==> src/rtl/lsq_param.sv <==
// lsq_param: in-order load/store queue between dispatch, CDB, ROB and memory.
// Buffers up to DEPTH memory ops, resolves operands by snooping CDB_PORTS
// broadcast channels plus its own load broadcast, and issues one access at a
// time over a valid/ready request with a single-cycle response pulse.
// Ports: clk/rst_n; disp_* dispatch (disp_ready_out = count_out != DEPTH);
// cdb_* packed snoop channels; commit_* ROB commit; rollback_in flush;
// mem_req_*/mem_resp_* memory side; bc_* load result broadcast;
// count_out occupancy; err_out sticky commit-order error.
// Optional feature macro: LSQ_IO_GUARD_EN (loads at/above IO_BASE wait for commit).
module lsq_param #(
  parameter int unsigned DEPTH     = 8,
  parameter int unsigned TAG_W     = 4,
  parameter int unsigned CDB_PORTS = 2,
  parameter logic [31:0] IO_BASE   = 32'h0003_0000
) (
  input  logic                        clk,
  input  logic                        rst_n,
  input  logic                        disp_valid_in,
  output logic                        disp_ready_out,
  input  logic                        disp_is_store_in,
  input  logic [2:0]                  disp_funct_in,
  input  logic [TAG_W-1:0]            disp_tag_in,
  input  logic [TAG_W-1:0]            disp_qj_in,
  input  logic [31:0]                 disp_vj_in,
  input  logic [TAG_W-1:0]            disp_qk_in,
  input  logic [31:0]                 disp_vk_in,
  input  logic [31:0]                 disp_imm_in,
  input  logic [CDB_PORTS-1:0]        cdb_valid_in,
  input  logic [CDB_PORTS*TAG_W-1:0]  cdb_tag_in,
  input  logic [CDB_PORTS*32-1:0]     cdb_data_in,
  input  logic                        commit_valid_in,
  input  logic [TAG_W-1:0]            commit_tag_in,
  input  logic                        rollback_in,
  output logic                        mem_req_valid_out,
  input  logic                        mem_req_ready_in,
  output logic                        mem_req_we_out,
  output logic [31:0]                 mem_req_addr_out,
  output logic [1:0]                  mem_req_size_out,
  output logic [31:0]                 mem_req_wdata_out,
  input  logic                        mem_resp_valid_in,
  input  logic [31:0]                 mem_resp_rdata_in,
  output logic                        bc_valid_out,
  output logic [TAG_W-1:0]            bc_tag_out,
  output logic [31:0]                 bc_data_out,
  output logic [$clog2(DEPTH):0]      count_out,
  output logic                        err_out
);

  localparam int unsigned PTR_W = $clog2(DEPTH);
  localparam int unsigned CNT_W = PTR_W + 1;

`ifdef LSQ_IO_GUARD_EN
  localparam bit IO_GUARD = 1'b1;
`else
  localparam bit IO_GUARD = 1'b0;
`endif

  typedef struct packed {
    logic             is_store;
    logic [2:0]       funct;
    logic [TAG_W-1:0] tag;
    logic [TAG_W-1:0] qj;
    logic [31:0]      vj;
    logic [TAG_W-1:0] qk;
    logic [31:0]      vk;
    logic [31:0]      imm;
    logic             committed;
  } entry_t;

  typedef enum logic [1:0] {IDLE, REQ, WAIT, DRAIN} state_t;

  entry_t           ent [DEPTH];
  entry_t           new_ent, hd, cm;
  state_t           state, state_n;
  logic [CNT_W-1:0] head, tail, commit_cnt;
  logic [CNT_W-1:0] head_n, tail_n, commit_cnt_n, occ_cnt, cm_idx;
  logic [31:0]      hd_addr;
  logic             hd_io, hd_ready;
  logic             issue_c, disp_acc_c, cm_c, cm_in_range, cm_mark, cm_err;
  logic             req_valid_n, bc_fire_c, kill_c;
  logic             fl_load, fl_committed;
  logic [TAG_W-1:0] fl_tag;
  logic [2:0]       fl_funct;

  // Operand resolve against CDB and own broadcast; lowest channel wins.
  function automatic logic [TAG_W+31:0] snoop(input logic [TAG_W-1:0] t,
                                              input logic [31:0] v);
    logic [TAG_W+31:0] r;
    r = {t, v};
    if (t != '0) begin
      if (bc_valid_out && bc_tag_out == t) r = {{TAG_W{1'b0}}, bc_data_out};
      for (int i = int'(CDB_PORTS) - 1; i >= 0; i--)
        if (cdb_valid_in[i] && cdb_tag_in[i*TAG_W +: TAG_W] == t)
          r = {{TAG_W{1'b0}}, cdb_data_in[i*32 +: 32]};
    end
    return r;
  endfunction

  // Sign/zero extension of right-aligned load data.
  function automatic logic [31:0] load_ext(input logic [2:0] f, input logic [31:0] d);
    case (f[1:0])
      2'b00:   return f[2] ? {24'h0, d[7:0]}  : {{24{d[7]}}, d[7:0]};
      2'b01:   return f[2] ? {16'h0, d[15:0]} : {{16{d[15]}}, d[15:0]};
      default: return d;
    endcase
  endfunction

  assign occ_cnt        = tail - head;
  assign disp_ready_out = (count_out != CNT_W'(DEPTH));
  assign hd             = ent[head[PTR_W-1:0]];
  assign hd_addr        = hd.vj + hd.imm;
  assign hd_io          = (hd_addr >= IO_BASE);
  assign cm_idx         = head + commit_cnt;
  assign cm             = ent[cm_idx[PTR_W-1:0]];

  // Head issue eligibility.
  always_comb begin
    hd_ready = 1'b0;
    if (hd.is_store) hd_ready = hd.committed && (hd.qj == '0) && (hd.qk == '0);
    else             hd_ready = (hd.qj == '0) && (!(IO_GUARD && hd_io) || hd.committed);
  end

  assign issue_c     = (state == IDLE) && (occ_cnt != '0) && hd_ready && !rollback_in;
  assign disp_acc_c  = disp_valid_in && disp_ready_out && !rollback_in;
  assign cm_c        = commit_valid_in && !rollback_in;
  assign cm_in_range = (commit_cnt < occ_cnt);
  assign cm_err      = cm_c && (!cm_in_range || (cm.tag != commit_tag_in) ||
                                (!IO_GUARD && !cm.is_store));
  // A commit landing on the head popped this cycle has nothing left to mark.
  assign cm_mark     = cm_c && cm_in_range && !(issue_c && commit_cnt == '0);
  assign kill_c      = rollback_in && fl_load && !fl_committed;

  assign head_n       = head + CNT_W'(issue_c);
  assign tail_n       = rollback_in ? (head + commit_cnt) : (tail + CNT_W'(disp_acc_c));
  assign commit_cnt_n = commit_cnt + CNT_W'(cm_mark) - CNT_W'(issue_c && hd.committed);

  // New entry with same-cycle operand capture.
  always_comb begin
    new_ent           = '0;
    new_ent.is_store  = disp_is_store_in;
    new_ent.funct     = disp_funct_in;
    new_ent.tag       = disp_tag_in;
    new_ent.imm       = disp_imm_in;
    new_ent.committed = 1'b0;
    {new_ent.qj, new_ent.vj} = snoop(disp_qj_in, disp_vj_in);
    {new_ent.qk, new_ent.vk} = snoop(disp_qk_in, disp_vk_in);
  end

  // Entry storage: snoop, commit mark, allocate.
  always_ff @(posedge clk) begin
    for (int i = 0; i < int'(DEPTH); i++) begin
      {ent[i].qj, ent[i].vj} <= snoop(ent[i].qj, ent[i].vj);
      {ent[i].qk, ent[i].vk} <= snoop(ent[i].qk, ent[i].vk);
    end
    if (cm_mark)    ent[cm_idx[PTR_W-1:0]].committed <= 1'b1;
    if (disp_acc_c) ent[tail[PTR_W-1:0]] <= new_ent;
  end

  // FSM state register.
  always_ff @(posedge clk or negedge rst_n) begin
    if (!rst_n) state <= IDLE;
    else        state <= state_n;
  end

  // FSM next state; DRAIN finishes the handshake of a flushed load silently.
  always_comb begin
    state_n     = state;
    req_valid_n = mem_req_valid_out;
    bc_fire_c   = 1'b0;
    case (state)
      IDLE: if (issue_c) begin
        state_n     = REQ;
        req_valid_n = 1'b1;
      end
      REQ: begin
        if (mem_req_ready_in) begin
          state_n     = WAIT;
          req_valid_n = 1'b0;
        end
        if (kill_c) state_n = DRAIN;
      end
      WAIT: begin
        if (mem_resp_valid_in) begin
          state_n   = IDLE;
          bc_fire_c = fl_load && !kill_c;
        end else if (kill_c) begin
          state_n = DRAIN;
        end
      end
      DRAIN: begin
        if (mem_req_valid_out) begin
          if (mem_req_ready_in) req_valid_n = 1'b0;
        end else if (mem_resp_valid_in) begin
          state_n = IDLE;
        end
      end
      default: state_n = IDLE;
    endcase
  end

  // Pointers, request, in-flight and broadcast registers.
  always_ff @(posedge clk or negedge rst_n) begin
    if (!rst_n) begin
      head              <= '0;
      tail              <= '0;
      commit_cnt        <= '0;
      count_out         <= '0;
      err_out           <= 1'b0;
      mem_req_valid_out <= 1'b0;
      mem_req_we_out    <= 1'b0;
      mem_req_addr_out  <= '0;
      mem_req_size_out  <= '0;
      mem_req_wdata_out <= '0;
      fl_load           <= 1'b0;
      fl_committed      <= 1'b0;
      fl_tag            <= '0;
      fl_funct          <= '0;
      bc_valid_out      <= 1'b0;
      bc_tag_out        <= '0;
      bc_data_out       <= '0;
    end else begin
      head              <= head_n;
      tail              <= tail_n;
      commit_cnt        <= commit_cnt_n;
      count_out         <= tail_n - head_n;
      err_out           <= err_out | cm_err;
      mem_req_valid_out <= req_valid_n;
      bc_valid_out      <= bc_fire_c;
      if (issue_c) begin
        mem_req_we_out    <= hd.is_store;
        mem_req_addr_out  <= hd_addr;
        mem_req_size_out  <= hd.funct[1:0];
        mem_req_wdata_out <= hd.vk;
        fl_load           <= !hd.is_store;
        fl_committed      <= hd.committed;
        fl_tag            <= hd.tag;
        fl_funct          <= hd.funct;
      end
      if (bc_fire_c) begin
        bc_tag_out  <= fl_tag;
        bc_data_out <= load_ext(fl_funct, mem_resp_rdata_in);
      end
    end
  end

endmodule

==> config.mk <==
export PLATFORM = sky130hd
export DESIGN_NAME = lsq_param
export DESIGN_NICKNAME = d
export VERILOG_FILES = /design/src/rtl/lsq_param.sv
export SDC_FILE = /design/constraint.sdc
export NUM_CORES = 2
export LEC_CHECK = 0
export BUFFER_PORTS_ARGS = -buffer_cell sky130_fd_sc_hd__buf_2
export CAP_MARGIN = 20
export CORE_UTILIZATION = 25
export CTS_CLUSTER_SIZE = 30
export DETAILED_ROUTE_END_ITERATION = 10
export GPL_TIMING_DRIVEN = 0
export MAX_ROUTING_LAYER = met4
export PLACE_DENSITY = 0.43
export SYNTH_ARGS = -nofsm -noshare
export SYNTH_HDL_FRONTEND = slang
export SYNTH_SLANG_ARGS = --single-unit
export TNS_END_PERCENT = 20
==> constraint.sdc <==
create_clock -name clk -period 5.3 [get_ports clk]
set_input_delay 1.06 -clock clk [delete_from_list [all_inputs] [get_ports clk]]
set_output_delay 1.06 -clock clk [all_outputs]
set_load 0.005 [all_outputs]
======== After elaboration in Yosys (flattened, before gate mapping) ========
Index checks and enable logic that the tools add are counted.
Widths: inputs -> output; s select.
storage, ports and cells
  latch bits .............................. 0
  ROM bits ................................ 0
  memory bits (writable) .................. 0
  input bits .............................. 229
  bits in registers ....................... 1037
  memories kept ........................... 0
  output and inout bits ................... 111
cells by class
  eq/ne operators ......................... 66
  multipliers ............................. 0
  shift operators ......................... 0
  $lt $le $gt $ge ......................... 6
  div/mod/pow operators ................... 0
  add/sub/neg operators ................... 8
  reductions and logical operators ........ 108
  bitwise logic cells ..................... 4
  muxes and demuxes ....................... 106
operator list
  operator            number
  $mux 36             72
  $bwmux 904          2
  $mux 904            2
  $bmux 113 s3        2
  $demux 113 s3       2
  $mux 113            5
  $eq 4x4->1          54
  $reduce_bool 4->1   19
  $logic_and 1x1->1   72
  $mux 32             2
  $pmux 32 s2         1
  $add 32x32->32      1
  $mux 2              7
  $add 4x1->4         3
  $ge 4x4->1 const B  3
  $logic_not 4->1     3
  $not 3->4           3
  $lt 4x1->1 const B  2
  $mux 1              8
  $ne 2x2->1 const B  4
  $pmux 2 s4          1
  $sub 4x4->4         2
  $logic_not 1->1     7
  $ne 3x3->1 const B  2
  15 further kinds    19

======== Depth between registers and ports, before layout ========
  word-level depth ........................ 16
  gate-level depth with buffers ........... 21
  depth with buffers taken out ............ 16

======== Worst setup path before layout ========
No wires, ideal clock.
  path kind ............................... reg-to-reg
  from .................................... register head[0]
  to ...................................... register mem_req_addr_out[28]
  required time ........................... 5.234 ns
  path slack .............................. 0.576 ns
  setup time .............................. 0.066 ns
  arrival ................................. 4.657 ns
  clock period less this slack ............ 4.724 ns
  stages on the path, launching flop included .. 19
  cell sequence ........................... dfrtp_1 -> buf_6 -> clkbuf_1 -> buf_2 -> buf_1 -> mux4_2 -> nand2_1 -> nand2_1 -> ha_1 -> inv_1 -> fa_1 -> nand2b_1 -> a21o_1 -> a31oi_1 -> a31o_2 -> o31a_1 -> or2_2 -> a2111oi_0 -> a221o_1
on the way
  longest elaborated chain between the ends .. 10
  elaborated cells between the ends (all ways) .. 15
  those cells by class .................... add/sub (2); mux (4); bitwise (1); reduce/logical (8)
ends and longest elaborated chain
  item                                                                     line  source
  from (decl)                                                              75    logic [CNT_W-1:0] head, tail, commit_cnt;
  from (signal assigned)                                                   222   head <= head_n;
  parallel branches: the longest is 10 deep, another holds $add 32x32->32  n/a
  to (signal assigned)                                                     231   mem_req_addr_out <= hd_addr;
  to (decl)                                                                37    output logic [31:0] mem_req_addr_out,
Several ways; the timed one is not identified. The select of a mux whose other input is x is not followed.
A chain may end at the register's enable or synchronous reset.

======== Final worst setup path ========
  from .................................... register bc_valid_out
  to ...................................... register ent[46] (netlist bit)
on the way
  longest elaborated chain between the ends .. 9
  elaborated cells between the ends (all ways) .. 14
  those cells by class .................... mux (12); reduce/logical (2)
ends and longest elaborated chain
  item                             line  source
  from (decl)                      42    output logic bc_valid_out,
  from (signal assigned)           228   bc_valid_out <= bc_fire_c;
  $logic_and 1x1->1                91    if (bc_valid_out && bc_tag_out == t) r = {{TAG_W{1'b0}}, bc_data_out};
  $mux 36                          91
  $mux 36 (2 in a row)             93    if (cdb_valid_in[i] && cdb_tag_in[i*TAG_W +: TAG_W] == t)
  $mux 36                          90    if (t != '0) begin
  $bwmux 904                       155   if (cm_mark) ent[cm_idx[PTR_W-1:0]].committed <= 1'b1;
  $mux 904                         155
  $bwmux 904                       156   if (disp_acc_c) ent[tail[PTR_W-1:0]] <= new_ent;
  $mux 904 *                       156
  to (signal, indexed assignment)  156
  to (decl)                        72    entry_t ent [DEPTH];
Every way passes the cells marked *; elsewhere a longest branch is shown, timed or not.

==> metrics.cfg <==
[setup_path]
r2r_end = ent[46]
end_kind = flop
cp-startpoint = bc_valid_out
crit_arrival_ps = 6150
r2r_slack_ps = -110
crit_required_ps = 6040
path_max_fanout = 10
critPathLaunchType = flop
rr_startpoint = bc_valid_out
crit_end = ent[46]
crit_type = reg -> reg
rr_worst_depth = 11

[sta]
period_share_pct = 102
fin_setup_tns_ps = -1230
finalHoldViolations = 0
setup_viol = 23
setup_slack_ps = -112
slew_headroom_pct = 10.2
tightest_slew_ps = 1350
rsz0062_at_grt = yes
skew_ps = 40.1
hold_ws_ps = 123
period_minus_slack_ps = 5410
slew_violations = 0
fmax_mhz = 185

[floorplanning]
initial_utilization_pct = 25.3
die_h_microns = 499
io_pins = 340
fp.coreArea_sq_um = 244000
die_area_sq_um = 249000
die_w_microns = 499
placement_rows = 181

[power_and_ir_drop]
p_int_mw = 26.7
power.switching_mw = 24.5
swShare_pct = 47.9
powerDensity_nw_per_um2 = 692
pwr-share-seq_pct = 25.8
vdd_drop_max_mv = 0.452
p_clk_share_pct = 19.2
combPwrFrac_pct = 55.0
leakagePower_nw = 26.3

[clocking]
insertion_delay_ps = 840
clkSlewWorstSetupHoldPaths_ps = 60
holdBufCountCts = 0
cts_tree = done
cts.sinks = 1035
numCtsBuffers = 138
cts-root-buf = clkbuf_16
cts_max_level = 4
cts_max_path_buffers = 3

[detailed_routing]
wire_per_inst_microns = 34.4
ant_nets = 0
drt_wl_total_microns = 391000
route.detailed.drc = 0
drt_iter0_drc = 9129
vias = 66500
via_per_inst = 5.85
first_pass_iters = 8

[cells_and_area]
final_core_util_pct = 30.3
final_common_cell = nand2_1
drive_gt1_share_pct = 12.6
final_nets = 8276
layout_common_cells = 1,549 x nand2_1, 991 x o21ai_0, 901 x o22ai_1
syn2layout_area_growth_pct = 20.2

[place]
place_congestion = 1.02
port-buffer-count = 264
dp.final_hpwl_microns = 307000

[global_route]
grt_usage_pct = 31.3
grt_overflow_total = 0
grt_pass1_vias = 61500
grt_pass1_wl_microns = 525000
antenna_found_initial = 68
grt_max_degree = 74

[synth]
syn_avg_cell_area_sq_um = 8.29
synth_edf_count = 320
ys_warn_count = 0
ys_types = 70
synthesis.area_sq_um = 61600
yosysSeqAreaShare_pct = 39.9
syn_inst = 7439
async_flop_share_pct = 12.7
syn_nets = 7730
ys_ff_latch = 1035
synthFlopType = dfxtp_1

[status]
violations = setup timing
status = complete, but fails checks

[flow_run]
cap_violations = 0

[worst_hold_path]
hp-class = in -> async

## worst min path at each step
stage	start	endpoint	slack, ps	cells past startpoint
after CTS	rst_n	mem_req_valid_out	150	1
after floorplan	ent[113]	ent[113]	430	2
after detailed placement	ent[226]	ent[226]	460	2
after global placement	ent[339]	ent[339]	450	2
after global routing	rst_n	mem_req_valid_out	170	1
final	rst_n	mem_req_valid_out	120	1
## flip-flops by register name, indices dropped and copies added, names as in the netlist, 4 cells and up
| signal | cells |
|---|---|
| count_out | 4 |
| fl_tag | 4 |
| head | 4 |
| ent | 904 |
| bc_tag_out | 4 |
| mem_req_addr_out | 32 |
| commit_cnt | 4 |
| bc_data_out | 32 |
| mem_req_wdata_out | 32 |
| tail | 4 |
## synth_stat cells, types with 69 or more instances
master | number | area, sq um
a21oi_1 | 113 | 566
a221oi_1 | 69 | 604
a31oi_1 | 163 | 1020
and2_1 | 175 | 1090
and3_1 | 172 | 1080
buf_1 | 140 | 526
clkbuf_1 | 745 | 2800
dfrtp_1 | 131 | 3280
dfxtp_1 | 584 | 11700
edfxtp_1 | 320 | 9610
inv_1 | 70 | 263
mux4_2 | 212 | 4770
nand2_1 | 1550 | 5820
nor2_1 | 211 | 792
nor3_1 | 156 | 781
o21ai_0 | 992 | 4960
o22ai_1 | 901 | 5640
xnor2_1 | 82 | 718
xor2_1 | 183 | 1600
## per-stage QoR
| step | instances | setup slack [ps] | area (sq um) | power [mW] |
|---|---|---|---|---|
| after detailed placement | 11000 | -2710 | 68900 | 40.4 |
| final | 11400 | -112 | 74100 | 51.3 |
| after global placement | 10900 | -4500 | 67000 | 39.6 |
| after floorplan | 7439 | 576 | 61600 | 28.8 |
| after CTS | 11300 | 5.16 | 73700 | 50.4 |
| after global routing | 11300 | -4.59 | 74000 | 53.4 |
## worst max-delay path: stages (launching register included)
cell and delay, ps:
dfrtp_1 350, clkbuf_1 570, nand2_1 100, nor4_1 930
nor2b_1 220, clkbuf_1 660, clkbuf_1 900, a221oi_1 460
o31ai_1 630, buf_2 310, nand2_1 70, o21ai_0 100
## layer usage
layer,global-route usage [%],vias to the layer above,routed length (microns)
met4,15.8,0,22000
met2,43.5,4073,161000
li1,-,28300,-
met5,-,-,0
met3,8.33,743,40200
met1,41.3,33400,168000
## area by class of cell
| cell class | count | area (sq um) |
|---|---|---|
| Tap cell | 3202 | 4010 |
| Fill cell | 26200 | 170000 |
| Clock buffer | 192 | 3910 |
| Timing Repair Buffer | 409 | 3070 |
| Inverter | 73 | 288 |
| Sequential cell | 1035 | 24600 |
| Clock inverter | 60 | 696 |
| Buffer | 915 | 3700 |
| Antenna cell | 68 | 170 |
| Multi-Input combinational cell | 5413 | 33700 |
## kinds of logic (layout without fill, tap and decap cells)
family          count (synthesis)  count (layout)  synth area share [%]
xor+xnor                      265             265                  3.77
other cells                     0              68                     0
simple gates                 2428            2428                  17.6
fa+ha+maj                      62              62                  1.32
flops                        1035            1035                  39.9
compound gates               2410            2410                  23.0
mux                           248             248                  8.36
buf+inv                       991            1649                  6.13
## power groups by stage
stage	combinational (mW)	clock, mW	sequential, mW
6_report	28.2	9.84	13.2
5_1_grt	29.7	10.2	13.4
4_1_cts	27.3	9.93	13.2
3_5_place_dp	27.1	0	13.3
3_3_place_gp	26.3	0	13.3
2_1_floorplan	16.4	0	12.4
## timing repair
action	in CTS	in global routing
pin swaps	0	2
setup endpoints to repair	100	11
gates resized for setup	62	23
buffers inserted	1	3
Power figures use the tool's default switching activity.
